**config.mk**
```make
export PLATFORM = sky130hd
export DESIGN_NAME = prewitt_scan_ctrl
export DESIGN_NICKNAME = d
export VERILOG_FILES = /design/src/rtl/prewitt_pkg.sv /design/src/rtl/raster_cnt.sv /design/src/rtl/prewitt_scan_ctrl.sv
export SDC_FILE = /design/constraint.sdc
export NUM_CORES = 1
export LEC_CHECK = 0
export CAP_MARGIN = 30
export CORE_ASPECT_RATIO = 0.5
export CORE_MARGIN = 3
export CORE_UTILIZATION = 26
export CTS_BUF_LIST = sky130_fd_sc_hd__clkbuf_16
export DETAILED_ROUTE_END_ITERATION = 12
export HOLD_SLACK_MARGIN = 0.12
export SKIP_CTS_REPAIR_TIMING = 1
export SLEW_MARGIN = 15
export SYNTH_ARGS = -nofsm -noshare
export SYNTH_HDL_FRONTEND = slang
export SYNTH_SLANG_ARGS = --single-unit
```
**constraint.sdc**
```tcl
create_clock -name clk -period 4.4 [get_ports clk]
set_clock_uncertainty 0.05 [all_clocks]
set_input_delay 0.88 -clock clk [delete_from_list [all_inputs] [get_ports clk]]
set_output_delay 0.88 -clock clk [all_outputs]
set_load 0.05 [all_outputs]
```
**src/rtl/prewitt_pkg.sv**
```systemverilog
// Shared types and geometry helpers for the Prewitt scan controller.
package prewitt_pkg;

  typedef enum logic [1:0] {
    StIdle,
    StRun,
    StDone
  } scan_state_e;

  // Inputs that must be buffered ahead of the window centre: one full line plus two pixels.
  function automatic int unsigned lead_f(input int unsigned cols);
    return cols + 2;
  endfunction

  function automatic int unsigned total_f(input int unsigned rows, input int unsigned cols);
    return rows * cols;
  endfunction

endpackage

```
**src/rtl/raster_cnt.sv**
```systemverilog
// Column/row raster position counter with wrap at the frame edges.
module raster_cnt #(
  parameter int unsigned ROWS = 4,
  parameter int unsigned COLS = 5,
  parameter int unsigned CW   = $clog2(COLS),
  parameter int unsigned RW   = $clog2(ROWS)
) (
  input  logic          clk,
  input  logic          rst_n,
  input  logic          clr_i,
  input  logic          adv_i,
  output logic [CW-1:0] col_o,
  output logic [RW-1:0] row_o
);

  logic [CW-1:0] col_q, col_d;
  logic [RW-1:0] row_q, row_d;

  always_comb begin
    col_d = col_q;
    row_d = row_q;
    if (clr_i) begin
      col_d = '0;
      row_d = '0;
    end else if (adv_i) begin
      if (col_q == CW'(COLS - 1)) begin
        col_d = '0;
        row_d = (row_q == RW'(ROWS - 1)) ? '0 : row_q + 1'b1;
      end else begin
        col_d = col_q + 1'b1;
      end
    end
  end

  always_ff @(posedge clk or negedge rst_n) begin
    if (!rst_n) begin
      col_q <= '0;
      row_q <= '0;
    end else begin
      col_q <= col_d;
      row_q <= row_d;
    end
  end

  assign col_o = col_q;
  assign row_o = row_q;

endmodule

```
**src/rtl/prewitt_scan_ctrl.sv**
```systemverilog
// Scan controller for a 3x3 Prewitt filter: paces the pixel stream against the result
// stream so the window centre stays one line plus one pixel behind the newest input.
module prewitt_scan_ctrl
  import prewitt_pkg::*;
#(
  parameter int unsigned ROWS = 242,
  parameter int unsigned COLS = 247,
  localparam int unsigned TOTAL = total_f(ROWS, COLS),
  localparam int unsigned LEAD  = lead_f(COLS),
  localparam int unsigned CW    = $clog2(COLS),
  localparam int unsigned RW    = $clog2(ROWS),
  localparam int unsigned NW    = $clog2(TOTAL + 1)
) (
  input  logic          clk,
  input  logic          rst_n,
  input  logic          start,
  input  logic          in_valid,
  output logic          in_ready,
  output logic          lb_wr_en,
  output logic [CW-1:0] lb_addr,
  output logic          win_shift,
  output logic          out_valid,
  input  logic          out_ready,
  output logic          out_border,
  output logic [RW-1:0] out_row,
  output logic [CW-1:0] out_col,
  output logic          busy,
  output logic          done
);

  scan_state_e   state_q;
  logic [NW-1:0] acc_q, emt_q;
  logic [NW-1:0] lag;
  logic          run, clr, in_xfer, out_xfer;
  logic [CW-1:0] in_col;
  logic [RW-1:0] unused_in_row;

  assign run = (state_q == StRun);
  assign clr = (state_q == StIdle) && start;
  assign lag = acc_q - emt_q;

  assign in_ready  = run && (acc_q < NW'(TOTAL)) && (lag < NW'(LEAD));
  // Once the whole frame is in, the remaining outputs drain without further input.
  assign out_valid = run && ((lag == NW'(LEAD)) ||
                             ((acc_q == NW'(TOTAL)) && (emt_q < NW'(TOTAL))));
  assign in_xfer   = in_valid && in_ready;
  assign out_xfer  = out_valid && out_ready;

  assign win_shift = in_xfer;
  assign lb_wr_en  = in_xfer;
  assign lb_addr   = in_col;

  assign out_border = run && ((out_row == '0) || (out_row == RW'(ROWS - 1)) ||
                              (out_col == '0) || (out_col == CW'(COLS - 1)));
  assign busy = (state_q != StIdle);
  assign done = (state_q == StDone);

  always_ff @(posedge clk or negedge rst_n) begin
    if (!rst_n) begin
      state_q <= StIdle;
      acc_q   <= '0;
      emt_q   <= '0;
    end else begin
      unique case (state_q)
        StIdle: begin
          if (start) begin
            state_q <= StRun;
            acc_q   <= '0;
            emt_q   <= '0;
          end
        end
        StRun: begin
          if (in_xfer) acc_q <= acc_q + 1'b1;
          if (out_xfer) begin
            emt_q <= emt_q + 1'b1;
            if (emt_q == NW'(TOTAL - 1)) state_q <= StDone;
          end
        end
        StDone:  state_q <= StIdle;
        default: state_q <= StIdle;
      endcase
    end
  end

  raster_cnt #(
    .ROWS(ROWS),
    .COLS(COLS),
    .CW  (CW),
    .RW  (RW)
  ) u_in_cnt (
    .clk  (clk),
    .rst_n(rst_n),
    .clr_i(clr),
    .adv_i(in_xfer),
    .col_o(in_col),
    .row_o(unused_in_row)
  );

  raster_cnt #(
    .ROWS(ROWS),
    .COLS(COLS),
    .CW  (CW),
    .RW  (RW)
  ) u_out_cnt (
    .clk  (clk),
    .rst_n(rst_n),
    .clr_i(clr),
    .adv_i(out_xfer),
    .col_o(out_col),
    .row_o(out_row)
  );

endmodule

```
==> results of run 1 <==
==> stage by stage <==
stage	power, mW	hold WS [ns]	setup WS [ns]
after floorplan	1.35	0.433	0.0773
after global routing	2.55	0.507	-0.106
after detailed placement	1.69	0.473	0.189
after global placement	1.68	0.474	0.253
final	2.41	0.492	0.0678
after CTS	2.31	0.487	-0.188
==> area by class of cell <==
class | instances | share of cell area
clock inverter | 5 | 0.00461
inverter | 35 | 0.0249
tap | 221 | 0.0509
clock buffer | 9 | 0.0415
multi-input combinational | 423 | 0.508
sequential | 58 | 0.267
timing repair buffer | 57 | 0.103
==> logic make-up (layout without fill, tap and decap cells) <==
| family | after synthesis | count (layout) |
|---|---|---|
| xor gates and xnor gates | 7 | 7 |
| DFF | 58 | 58 |
| adders and majority gates | 28 | 28 |
| AOI/OAI and AO/OA | 163 | 163 |
| muxes | 7 | 7 |
| and+or+nand+nor | 218 | 218 |
| buffers and inverters | 58 | 106 |
==> critical path, stage by stage (launching register included) <==
cell and delay, ns:
dfrtp_1 0.44, inv_1 0.10, ha_2 0.41, and3_1 0.23, a221oi_4 0.09, buf_6 0.14, o211ai_1 0.16, o2111ai_1 0.13
or4b_4 0.56, nor4_4 0.29, nand4_2 0.20, clkinvlp_4 0.18, buf_12 0.15
==> registers in the layout, indices dropped and copies added, names as in the netlist <==
name,cells
emt_q,16
acc_q,16
u_out_cnt.col_o,8
u_in_cnt.col_o,8
u_out_cnt.row_o,8
state_q,2
==> synthesized netlist by cell type, drive strengths merged (3+ instances only) <==
cell    count  share of area
clkbuf     19          0.016
nand3b      3         0.0052
o211ai     11          0.019
xnor2       7          0.014
nand2b     12          0.017
o21ai      35          0.040
nand3      30          0.034
nor2b       4         0.0057
dfrtp      58           0.33
a21o       17          0.029
inv        35          0.030
o31ai      15          0.026
a31oi       9          0.013
nor2       23          0.020
nor3       10          0.011
mux2i       5          0.011
ha         27          0.077
and2        6         0.0086
or2         4         0.0057
nor4        8          0.015
nand4      12          0.019
or4b        3         0.0077
a21oi      51          0.058
and3       12          0.017
nand2      64          0.055
or4        13          0.022
buf         4         0.0049
or3        10          0.014
==> worst paths after layout <==
check	slack [ns]	cells after the start	endpoint
setup / recovery	0.07	12	win_shift
hold reg to reg	0.49	1	u_out_cnt.row_o[6]$_DFFE_PN0P_
min in group asynchronous	0.53	1	u_in_cnt.col_o[7]$_DFFE_PN0P_
setup reg to reg	0.47	15	emt_q[14]$_DFFE_PN0P_
hold / removal	0.49	1	u_out_cnt.row_o[6]$_DFFE_PN0P_
max in group asynchronous	2.85	2	emt_q[11]$_DFFE_PN0P_
==> routing by layer <==
layer	GRT usage	routed length, microns	vias up
li1	-	-	2081
met1	0.182	5910	2025
met2	0.213	5620	101
met3	0.0245	513	18
met4	0.0499	261	0
met5	0	0	-
==> report_power, final <==
group | total, mW | leakage, nW | switching, mW | internal (mW)
registers | 0.618 | 0.797 | 0.0486 | 0.570
logic | 1.19 | 1.36 | 0.664 | 0.527
clock network | 0.602 | 0.126 | 0.235 | 0.367
total | 2.41 | 2.29 | 0.948 | 1.46
==> impl_metrics.ini, run 1 <==
[sta]
fin_tns_setup_ns = 0
relSlewSlack = 0.562
slew_viol_final = 0
rsz0062_at_grt = true
fin_crit_sh = 0.985
fmax_ghz = 0.231
period_needed_ns = 4.33
setup_violations = 0
max_slew.worst_pin.slew_ns = 0.658
hold_viol = 0

[synthesis]
synthFlopType = dfrtp_1
yosysWarnings = 0
avgSynthCellArea_sq_um = 8.11
synth_compound_area_frac = 0.238
synth.net_count = 572
synthMuxAreaShare = 0.0166
ys_ff_latch = 58
synth_xor_area_frac = 0.0140
async_reset_ff_frac = 1.00
synthSimpleGateAreaFrac = 0.266
synth.distinct_cells = 58
synth_area_sq_um = 4370
synth_top_family_by_area = simple AND/OR/NAND/NOR gates
synth_adder_area_share = 0.0819
synthCells = 539
synth_edf_count = 0
synth_seq_area_share = 0.332

[worst_hold_path]
hp-class = flip-flop to flip-flop
hold_path.startpoint = u_out_cnt.row_o[6]$_DFFE_PN0P_

[flow_run]
drv_cap = 0

[route]
ant_nets = 0
wirelength_microns = 12300
drt-wirelength-per-cell_microns = 15.2
drc_errors = 0
num_vias = 4225
drt-pass1-iter-count = 7
vias_per_cell = 5.23
drt-initial-drc-count = 242

[grt]
grt_max_degree = 41
overflow = 0
grt_pass1_wl_microns = 20300
grt_pass1_vias = 3966
antenna_found_initial = 0
grt_usage = 0.134

[finish]
seqCellArea_sq_um = 1450
area_growth_pct = 24.3
final_cell_mix = nand2_1, dfrtp_1, a21oi_1
drive_gt1_frac = 0.118
final_area_sq_um = 5430
finalNonFillerCells = 808
multi_input_area_sq_um = 2760
fin_util = 0.341
diodes = 0
nets = 617
layout_commonest_cell = nand2_1
nFillCells = 1668

[placed_design]
post_dp_cell_area_sq_um = 5080
io_buffer_count = 35
dp_cells = 787
place.gp.congestion = 0.855
dp_hpwl_microns = 9120

[clock_tree]
clock-sinks = 58
clkTransAtPathRegs_ns = 0.05
clockBufferDepth = 2
numCtsBuffers = 9
htree_levels = 3
tritoncts = yes
cts_root_buffer = clkbuf_16
clock_latency_ns = 0.33

[outcome]
status = finished, final reports clean

[pwr]
p_per_area_nw_per_um2 = 444
ir_drop_mv = 0.218
leakage_nw = 2.29

[critical_path]
crit_type = flip-flop to output pin
required_ns = 3.47
crit_fanout = 7
crit_path_start = emt_q[5]$_DFFE_PN0P_
cp-end-kind = output pin
reg2reg_from = emt_q[5]$_DFFE_PN0P_
critPathArrivalTime_ns = 3.40
worstSetupStartpointType = flip-flop

[floorplanning]
die_area_sq_um = 18500
coreArea_sq_um = 15900
rows = 32
ioPinCount = 36
start_util = 0.274
die_width_microns = 189
die_y_microns = 97.7
No activity file was read; power rests on OpenSTA's default activity.
==> run 2, diff against run 1 <==
--- a/config.mk
+++ b/config.mk
@@ -9,8 +9,9 @@
 export CORE_ASPECT_RATIO = 0.5
 export CORE_MARGIN = 3
-export CORE_UTILIZATION = 26
+export CORE_UTILIZATION = 55
 export CTS_BUF_LIST = sky130_fd_sc_hd__clkbuf_16
 export DETAILED_ROUTE_END_ITERATION = 12
 export HOLD_SLACK_MARGIN = 0.12
+export PLACE_DENSITY = 0.76
 export SKIP_CTS_REPAIR_TIMING = 1
 export SLEW_MARGIN = 15
==> constraint.sdc (replaced) <==
create_clock -name clk -period 4.4 [get_ports clk]
set_clock_uncertainty 0.05 [all_clocks]
set_input_delay 1.32 -clock clk [delete_from_list [all_inputs] [get_ports clk]]
set_output_delay 1.32 -clock clk [all_outputs]
set_load 0.05 [all_outputs]
==> impl_metrics.ini, run 2 (synthesis results as in run 1) <==
[finish]
layout_commonest_cell = nand2_1
final_area_sq_um = 5560
finalNonFillerCells = 726
drive_gt1_frac = 0.160
area_growth_pct = 27.3
final_cell_mix = nand2_1, dfrtp_1, a21oi_1, buf_4, o21ai_0
top_regs = acc_q x16, emt_q x16
diodes = 0
nFillCells = 567
nets = 646

[sta]
worst_slack_ns = -0.402
rsz0062_at_grt = true
setup_violations = 4
relSlewSlack = 0.579
hold_viol = 0
slew_viol_final = 0
whs_ns = 0.504
period_needed_ns = 4.80
fin_crit_sh = 1.09
fmax_ghz = 0.208
max_slew.worst_pin.slew_ns = 0.632

[pwr]
ir_drop_mv = 0.424
leakage_nw = 2.47
p_per_area_nw_per_um2 = 482

[placed_design]
io_buffer_count = 35
place.gp.congestion = 0.949
dp_hpwl_microns = 8560
post_dp_cell_area_sq_um = 5150
dp_cells = 704
place_ws_ns = -0.0860

[floorplanning]
coreArea_sq_um = 7510
rows = 22
start_util = 0.581
die_y_microns = 69.0
die_width_microns = 132
ioPinCount = 36
die_area_sq_um = 9110

[grt]
overflow = 0
antenna_found_initial = 0
grt_pass1_wl_microns = 20000
grt_usage = 0.268
grt_max_degree = 41
grt_pass1_vias = 4181

[critical_path]
critPathArrivalTime_ns = 3.43
worstSetupStartpointType = flip-flop
reg2regPathDepth = 16
reg2reg_setup_slack_ns = 0.53
r2r-end = u_out_cnt.row_o[4]$_DFFE_PN0P_
reg2reg_from = acc_q[0]$_DFFE_PN0P_
cp-end-kind = output pin
crit_fanout = 4
crit_type = flip-flop to output pin
required_ns = 3.03

[route]
drt-initial-drc-count = 328
drc_errors = 0
num_vias = 4462
drt-wirelength-per-cell_microns = 16.7
vias_per_cell = 6.15
wirelength_microns = 12100
drt-pass1-iter-count = 5
ant_nets = 0

[clock_tree]
clockBufferDepth = 2
cts_root_buffer = clkbuf_16
clock-sinks = 58
clkTransAtPathRegs_ns = 0.06
numCtsBuffers = 9
clock_latency_ns = 0.34
tritoncts = yes
htree_levels = 3

[flow_run]
drv_cap = 0

[worst_hold_path]
hold_path_end = emt_q[6]$_DFFE_PN0P_
hp-class = flip-flop to flip-flop
hold_path.startpoint = emt_q[6]$_DFFE_PN0P_
holdPathStages = 1

[outcome]
violations = negative setup slack
status = finished with violations
-- run 2: worst max-delay path by stage --
stage | from | endpoint | slack [ns] | cells after the start
after floorplan | acc_q[0]$_DFFE_PN0P_ | win_shift | -0.28 | 14
after global placement | acc_q[0]$_DFFE_PN0P_ | out_valid | -0.04 | 14
after detailed placement | acc_q[0]$_DFFE_PN0P_ | out_valid | -0.09 | 14
after CTS | acc_q[0]$_DFFE_PN0P_ | out_valid | -0.46 | 14
after global routing | acc_q[0]$_DFFE_PN0P_ | out_valid | -0.53 | 15
final | acc_q[0]$_DFFE_PN0P_ | out_valid | -0.40 | 14
-- run 2: final cells by class --
class	count	area, sq um	share of cell area
multi-input combinational	423	2750	0.493
sequential	58	1450	0.261
timing repair buffer	86	768	0.138
clock buffer	9	225	0.0405
inverter	35	135	0.0243
tap	108	135	0.0243
clock inverter	7	103	0.0184
-- run 2: stage by stage --
step	utilization	TNS, ns	power, mW
after global placement	0.685	-0.0395	1.74
after global routing	0.740	-1.91	2.80
after CTS	0.729	-1.55	2.54
final	0.740	-1.42	2.68
after floorplan	-	-0.417	1.38
after detailed placement	0.685	-0.0860	1.75
-- run 2: report_power, final --
part	internal (mW)	switching, mW
clock	0.500	0.277
combinational	0.591	0.705
sequential	0.569	0.0401
-- run 2: critical path, stage by stage (launching register included) --
cell      delay (ns)
dfrtp_1         0.39
inv_2           0.09
ha_4            0.14
inv_2           0.04
fa_2            0.34
a21o_1          0.20
a221oi_2        0.29
nor3_1          0.07
a31oi_1         0.15
or4b_4          0.49
nor4_4          0.25
buf_4           0.17
a41o_1          0.20
and2_4          0.16
buf_12          0.13
-- run 2: per-layer routing --
layer	global-route usage	up-vias	wire [microns]
li1	-	2150	-
met1	0.381	2155	5770
met2	0.413	143	5430
met3	0.0641	14	756
met4	0.0664	0	146
met5	0	-	0
==> run 3, diff against run 2 <==
Settings changed: CORE_UTILIZATION 55 to 60, PLACE_DENSITY 0.76 to 0.81, SYNTH_HIERARCHICAL set to 1.
==> impl_metrics.ini, run 3 <==
[sta]
slew_viol_final = 0
worst_slack_ns = -0.317
fin_tns_setup_ns = -1.07
fmax_ghz = 0.212
relSlewSlack = 0.487
max_slew.worst_pin.slew_ns = 0.762
fin_crit_sh = 1.07
hold_viol = 0
whs_ns = 0.507
period_needed_ns = 4.72
setup_violations = 4
rsz0062_at_grt = true

[finish]
multi_input_area_sq_um = 2930
top_regs = acc_q x16, emt_q x16
final_cell_mix = nand2_1, dfrtp_1, buf_4
drive_gt1_frac = 0.156
layout_commonest_cell = nand2_1
diodes = 0
seqCellArea_sq_um = 1450
area_growth_pct = 27.3
nets = 662
nFillCells = 452

[synthesis]
synth_area_sq_um = 4520
yosysWarnings = 6
synth.net_count = 584
avgSynthCellArea_sq_um = 8.17
synthCells = 553

[critical_path]
cp-end-kind = output pin
crit_fanout = 4
worstSetupStartpointType = flip-flop
required_ns = 3.03
critPathArrivalTime_ns = 3.35
crit_type = flip-flop to output pin

[grt]
met3_usage = 0.0750
antenna_found_initial = 0
grt_pass1_vias = 4312
overflow = 0
grt_usage = 0.312
grt_max_degree = 39
grt_pass1_wl_microns = 21400
use_met2 = 0.462
gr-usage-met1 = 0.461
top_usage_layer = met2

[flow_run]
drv_cap = 0

[clock_tree]
clockBufferDepth = 2
numCtsBuffers = 9
clock-sinks = 58
clock_latency_ns = 0.33
cts_root_buffer = clkbuf_16
tritoncts = yes
htree_levels = 3
clkTransAtPathRegs_ns = 0.05

[floorplanning]
die_area_sq_um = 8670
coreArea_sq_um = 6990
die_y_microns = 67.4
die_width_microns = 129
start_util = 0.647
rows = 21
ioPinCount = 36

[outcome]
status = finished with violations
violations = negative setup slack

[route]
num_vias = 4767
drc_errors = 0
vias_per_cell = 6.55
drt-initial-drc-count = 572
ant_nets = 0
drt-pass1-iter-count = 8
drt-wirelength-per-cell_microns = 18.0
wirelength_microns = 13100

[pwr]
leakage_nw = 2.58
p_per_area_nw_per_um2 = 285
ir_drop_mv = 0.365

[placed_design]
place_ws_ns = -0.0873
io_buffer_count = 35
dp_hpwl_microns = 9120
place.gp.congestion = 0.911

[worst_hold_path]
hp-class = flip-flop to flip-flop
-- run 3: routing by layer --
| layer | wire [microns] | vias to the layer above | share of wire |
|---|---|---|---|
| met4 | 184 | 0 | 0.014 |
| met5 | 0 | - | 0 |
| li1 | - | 2233 | - |
| met2 | 5710 | 258 | 0.44 |
| met3 | 1270 | 29 | 0.097 |
| met1 | 5900 | 2247 | 0.45 |
-- run 3: through the flow --
stage	power (mW)	area, sq um	cells	util
finish	1.64	5760	728	0.824
global route	1.70	5760	728	0.824
CTS	1.62	5650	724	0.808
detailed placement	0.892	5340	708	0.763
global placement	0.886	5340	708	0.763
floorplan	0.780	4580	553	-
-- run 3: cell type report --
class / instances / area share
sequential: 58 / 0.252
clock buffer: 9 / 0.0391
clock inverter: 7 / 0.0148
tap: 92 / 0.0200
inverter: 31 / 0.0202
timing repair buffer: 92 / 0.144
multi-input combinational: 439 / 0.510
-- run 3: critical path, cell delays in order (launching register included) --
cell       delay, ns
dfrtp_1         0.38
inv_2           0.08
ha_4            0.12
inv_2           0.03
fa_2            0.36
a211oi_4        0.34
nor3_2          0.09
o32ai_2         0.31
xor2_1          0.25
o2111ai_2       0.15
buf_4           0.17
o41ai_4         0.39
and2_4          0.22
buf_12          0.13
-- run 3: path summary, 6_finish.rpt --
kind / end / slack, ns / startpoint / cells after the start
setup / recovery: out_valid / -0.32 / acc_q[0]$_DFFE_PN0P_ / 13
hold / removal: emt_q[10]$_DFFE_PN0P_ / 0.51 / emt_q[10]$_DFFE_PN0P_ / 2
hold reg to reg: emt_q[10]$_DFFE_PN0P_ / 0.51 / emt_q[10]$_DFFE_PN0P_ / 2
setup reg to reg: u_out_cnt/col_o[6]$_DFFE_PN0P_ / 0.16 / acc_q[0]$_DFFE_PN0P_ / 18
min in group asynchronous: u_in_cnt/col_o[3]$_DFFE_PN0P_ / 0.81 / rst_n / 1
max in group asynchronous: acc_q[4]$_DFFE_PN0P_ / 2.89 / rst_n / 2
-- run 3: where the power goes --
group / total, mW / switching (mW) / internal, mW
clock: 0.732 / 0.243 / 0.489
combinational: 0.331 / 0.202 / 0.129
sequential: 0.578 / 0.0264 / 0.552
